<file path="config.mk">
export PLATFORM = sky130hd
export DESIGN_NAME = cdc_update_pusher
export DESIGN_NICKNAME = d
export VERILOG_FILES = /design/src/rtl/cdc_update_pusher.sv
export SDC_FILE = /design/constraint.sdc
export NUM_CORES = 1
export LEC_CHECK = 0
export CORE_ASPECT_RATIO = 1.1
export CORE_MARGIN = 10
export CORE_UTILIZATION = 45
export DETAILED_ROUTE_END_ITERATION = 10
export GPL_ROUTABILITY_DRIVEN = 0
export PLACE_DENSITY_LB_ADDON = 0.08
export SETUP_SLACK_MARGIN = 0.05
export SYNTH_ARGS = -nofsm -noshare
export SYNTH_HDL_FRONTEND = slang
export SYNTH_SLANG_ARGS = --single-unit
</file>
<file path="constraint.sdc">
create_clock -name clk -period 1.8 [get_ports clk]
set_input_delay 0.18 -clock clk [delete_from_list [all_inputs] [get_ports clk]]
set_output_delay 0.18 -clock clk [all_outputs]
set_load 0.02 [all_outputs]
</file>
<file path="src/rtl/cdc_update_pusher.sv">
// Source-domain producer for the feedback CDC sync: mirrors cfg_data across the
// write/ready handshake on change, force or refresh, coalescing updates made mid-transfer.
module cdc_update_pusher #(
    parameter int unsigned WIDTH          = 32,
    parameter int unsigned HOLDOFF_CYCLES = 4,
    parameter int unsigned REFRESH_PERIOD = 0,
    parameter int unsigned CNT_W          = 16
) (
    input  logic             clk,
    input  logic             rst_n,
    input  logic [WIDTH-1:0] cfg_data,
    input  logic             cfg_force,
    output logic [WIDTH-1:0] sync_data,
    output logic             sync_write,
    input  logic             sync_ready,
    output logic             pending,
    output logic             busy,
    output logic [CNT_W-1:0] sent_cnt,
    output logic [CNT_W-1:0] coalesced_cnt
);

    localparam int unsigned HoldEff = (HOLDOFF_CYCLES == 0) ? 1 : HOLDOFF_CYCLES;
    localparam int unsigned HoldW   = $clog2(HoldEff + 1);
    localparam int unsigned RefEff  = (REFRESH_PERIOD == 0) ? 1 : REFRESH_PERIOD;
    localparam int unsigned RefW    = $clog2(RefEff + 1);
    localparam logic [HoldW-1:0] HoldLast = HoldW'(HoldEff - 1);
    localparam logic [RefW-1:0]  RefLast  = RefW'(RefEff - 1);

    typedef enum logic [1:0] {StIdle, StSend, StHold} state_e;

    state_e state_q, state_d;

    logic [WIDTH-1:0] sync_data_q, sync_data_d;
    logic [WIDTH-1:0] cfg_data_q;
    logic             force_pending_q, force_pending_d;
    logic             refresh_due_q, refresh_due_d;
    logic             pending_q;
    logic [HoldW-1:0] hold_cnt_q, hold_cnt_d;
    logic [RefW-1:0]  ref_cnt_q, ref_cnt_d;
    logic [CNT_W-1:0] sent_cnt_q, sent_cnt_d;
    logic [CNT_W-1:0] coalesced_cnt_q, coalesced_cnt_d;

    logic dirty, trigger, launch, xfer, hold_done;

    assign dirty     = (cfg_data != sync_data_q);
    assign trigger   = dirty | force_pending_q | cfg_force | refresh_due_q;
    assign launch    = (state_q == StIdle) & trigger;
    assign xfer      = sync_write & sync_ready;
    assign hold_done = (hold_cnt_q == HoldLast);

    // State register
    always_ff @(posedge clk or negedge rst_n) begin
        if (!rst_n) begin
            state_q <= StIdle;
        end else begin
            state_q <= state_d;
        end
    end

    // Next-state logic
    always_comb begin
        state_d = state_q;
        unique case (state_q)
            StIdle: if (trigger) state_d = StSend;
            StSend: if (sync_ready) state_d = StHold;
            StHold: if (hold_done && sync_ready) state_d = StIdle;
            default: state_d = StIdle;
        endcase
    end

    // Outputs decoded from state only, so reset drops sync_write immediately
    always_comb begin
        sync_write = (state_q == StSend);
        busy       = (state_q != StIdle);
    end

    always_comb begin
        sync_data_d     = sync_data_q;
        force_pending_d = force_pending_q;
        refresh_due_d   = refresh_due_q;
        hold_cnt_d      = hold_cnt_q;
        ref_cnt_d       = ref_cnt_q;
        sent_cnt_d      = sent_cnt_q;
        coalesced_cnt_d = coalesced_cnt_q;

        if (state_q != StIdle && cfg_force) begin
            force_pending_d = 1'b1;
        end

        // Not armed in SEND: the counter clears on that transfer anyway
        if (REFRESH_PERIOD != 0) begin
            if (xfer) begin
                ref_cnt_d = '0;
            end else if (ref_cnt_q != RefLast) begin
                ref_cnt_d = ref_cnt_q + 1'b1;
            end
            if (ref_cnt_q == RefLast && state_q != StSend) begin
                refresh_due_d = 1'b1;
            end
        end

        if (launch) begin
            sync_data_d     = cfg_data;
            force_pending_d = 1'b0;
            refresh_due_d   = 1'b0;
        end

        if (xfer) begin
            sent_cnt_d = sent_cnt_q + 1'b1;
            hold_cnt_d = '0;
        end else if (state_q == StHold && !hold_done) begin
            hold_cnt_d = hold_cnt_q + 1'b1;
        end

        if (state_q != StIdle && cfg_data != cfg_data_q) begin
            coalesced_cnt_d = coalesced_cnt_q + 1'b1;
        end
    end

    always_ff @(posedge clk or negedge rst_n) begin
        if (!rst_n) begin
            sync_data_q     <= '0;
            cfg_data_q      <= '0;
            force_pending_q <= 1'b0;
            refresh_due_q   <= 1'b0;
            pending_q       <= 1'b0;
            hold_cnt_q      <= '0;
            ref_cnt_q       <= '0;
            sent_cnt_q      <= '0;
            coalesced_cnt_q <= '0;
        end else begin
            sync_data_q     <= sync_data_d;
            cfg_data_q      <= cfg_data;
            force_pending_q <= force_pending_d;
            refresh_due_q   <= refresh_due_d;
            pending_q       <= trigger;
            hold_cnt_q      <= hold_cnt_d;
            ref_cnt_q       <= ref_cnt_d;
            sent_cnt_q      <= sent_cnt_d;
            coalesced_cnt_q <= coalesced_cnt_d;
        end
    end

    assign sync_data     = sync_data_q;
    assign pending       = pending_q;
    assign sent_cnt      = sent_cnt_q;
    assign coalesced_cnt = coalesced_cnt_q;

endmodule

</file>
==> impl_metrics.yaml <==
run_status:
  status: "finished with violations"
  failed_checks: "setup timing"
power:
  worst_ir_drop_vdd_uv: 790
  swShare_pct: 35.5
  internal_power_mw: 6.47
  combPwrFrac_pct: 51.1
  power_leakage_nw: 3.05
  clkPwrFrac_pct: 14.6
  switchingPower_mw: 3.56
  power_density_nw_per_um2: 1440
  p_seq_share_pct: 34.3
route:
  route.detailed.drc: 0
  drt-pass1-iter-count: 4
  post_drt_wl_per_cell_um: 16.8
  num_vias: 3289
  wl_um: 11300
  antenna_left: 0
  vias_per_cell: 4.89
  drtIter0Drc: 100
synth:
  syn_inst: 351
  avgSynthCellArea_um2: 13.0
  ys_types: 37
  syn_nets: 391
  synthFlopType: "dfrtp_1"
  async_flop_share_pct: 100
  synth-edff-count: 0
  yosysSeqAreaShare_pct: 56.6
  ys_ff_latch: 103
  netlist_area_um2: 4560
  ys_warn_count: 0
floorplanning:
  rows: 38
  io_pins: 103
  fp.dieW_um: 116
  dieArea_um2: 14600
  die_y_um: 126
  start_util_pct: 46.1
  core_um2: 9890
cts:
  htree_levels: 3
  cts.path.max_buffers: 2
  clk_pin_slew_ps: 90
  cts_sinks: 103
  cts_tree: "done"
  cts_made_buffers: 9
  cts_root_buf: "clkbuf_8"
  clkLatencyLatePin_ps: 360
setup_path:
  end_kind: "register"
  ff2ff_setup_slack_ps: -150
  critPathCapture: "sync_data[21]"
  worstPathRequired_ps: 2050
  cp.arrival_ps: 2200
  r2r-start: "sync_data[30]"
  r2r_cells: 6
  critPathKind: "register to register"
  crit_start: "sync_data[30]"
  reg2reg_to: "sync_data[21]"
  startpoint_type: "register"
  crit_fanout: 23
cells_and_area:
  final_util_pct: 70.3
  final_common_cell: "dfrtp_1"
  final_cell_mix: "94 x dfrtp_1, 91 x clkdlybuf4s50_1, 84 x buf_4"
  multi_input_area_um2: 2190
  fin_nets: 588
  area_growth_pct: 52.5
  insertedDiodeCount: 0
  area.sequential_um2: 2590
  n_fill_cell: 750
  drive_gt1_share_pct: 34.2
  fin_area_um2: 6950
min_path:
  min_path_type: "input port to register"
sta:
  fmax_mhz: 513
  setup_ws_ps: -148
  setup_viol: 27
  finalHoldViolations: 0
  layout_min_cycle_time_ps: 1950
  rsz0062_at_grt: "true"
  slew_headroom_pct: 65.2
  maxSlewViolCount: 0
  fin_skew_ps: 10.0
  worst_pin_slew_ps: 523
  period_share_pct: 108
global_route:
  grtUsageTotal_pct: 15.5
  grt_pass1_vias: 3538
  grt_pass1_wl_um: 18000
  grt-ovfl-total: 0
  grt_max_degree: 37
  antenna_found_initial: 0
placement:
  io_buffer_count: 102
  post-dp-hpwl_um: 8430
  place_area_um2: 6400
flow_run:
  cap_viol_max_count: 0
[per-layer routing]
layer	wire length [µm]	up-vias	track usage, %
li1	-	1595	-
met1	5100	1624	20.1
met2	5490	60	24.8
met3	573	10	3.63
met4	125	0	5.01
met5	0	-	0
[power by group through the flow]
| stage | Clock, mW | Sequential, mW | Combinational, mW |
|---|---|---|---|
| after floorplan | 0 | 4.11 | 1.97 |
| after global placement | 0 | 3.44 | 4.92 |
| after detailed placement | 0 | 3.47 | 4.99 |
| after CTS | 1.51 | 3.44 | 5.01 |
| after global routing | 1.58 | 3.52 | 5.53 |
| final | 1.46 | 3.44 | 5.13 |
[through the flow]
stage	std cells	power [mW]	hold WS, ps	TNS, ps	worst slack [ps]
finish	673	10.0	116	-3680	-148
global route	673	10.6	118	-7060	-251
CTS	668	9.96	265	-4050	-158
detailed placement	650	8.46	186	-19620	-460
global placement	650	8.36	179	-20070	-452
floorplan	351	6.08	-116	-780	-33.9
[worst max-delay path, cell delays in order, from the launching register on]
cell and delay, ps:
dfrtp_1 420, xnor2_2 190, nand4_1 160, nor4_4 400, a31oi_4 150, buf_12 200, mux2_4 310
[area by class of cell]
class	count	area share [%]
Clock buffer	10	1.98
Clock inverter	6	0.864
Inverter	7	0.396
Multi-Input combinational cell	234	31.5
Sequential cell	103	37.3
Tap cell	120	2.16
Timing Repair Buffer	193	25.8
[what timing repair did]
item / CTS / global route
cloned: 0 / 1
hold buffers: 1 / 0
endpoints found under the setup margin: 48 / 54
setup buffers: 1 / 4
endpoints found under the hold margin: 32 / 0
gates resized for setup: 10 / 50
pin swaps: 4 / 32
[synth_stat cells (all sizes together), types with 2 or more instances]
library cell | instances | share of area (%)
dfrtp | 103 | 57
xnor2 | 88 | 17
mux2 | 28 | 9.1
nand2 | 26 | 2.1
nand4 | 23 | 3.2
nand3 | 15 | 1.9
nor2 | 11 | 0.96
and3 | 6 | 0.82
inv | 6 | 0.49
buf | 4 | 0.85
ha | 4 | 1.1
nor4 | 4 | 1.0
o21ai | 4 | 0.44
xor2 | 4 | 0.77
a211oi | 3 | 0.49
a21oi | 3 | 0.33
and4 | 3 | 0.58
clkbuf | 3 | 0.25
and2 | 2 | 0.33
nor3 | 2 | 0.22
[logic make-up (layout without fill, tap and decap cells)]
| logic type | Yosys count | count (layout) | synth area share [%] |
|---|---|---|---|
| buffers and inverters | 14 | 216 | 1.67 |
| flip-flops | 103 | 103 | 56.6 |
| adder cells (fa/ha/maj) | 4 | 4 | 1.10 |
| AO/OA/AOI/OAI | 14 | 14 | 2.25 |
| multiplexers | 28 | 28 | 9.06 |
| AND/OR/NAND/NOR | 96 | 96 | 11.7 |
| XOR/XNOR | 92 | 92 | 17.7 |
[state kept, by name, indices dropped and copies added (netlist names)]
| register | count |
|---|---|
| cfg_data_q | 32 |
| coalesced_cnt | 16 |
| force_pending_q | 1 |
| hold_cnt_q | 3 |
| pending | 1 |
| sent_cnt | 16 |
| state_q | 2 |
| sync_data | 32 |
[how the worst min path moves through the flow]
stage	start	to	slack (ps)	cells after the start
floorplan	rst_n	cfg_data_q[0]	-120	0
global placement	rst_n	sync_data[30]	180	1
detailed placement	rst_n	sync_data[8]	190	1
CTS	cfg_data[30]	cfg_data_q[30]	260	2
global route	cfg_data[11]	cfg_data_q[11]	120	2
finish	cfg_data[16]	cfg_data_q[16]	120	2
(Power assumes the default switching activity.)
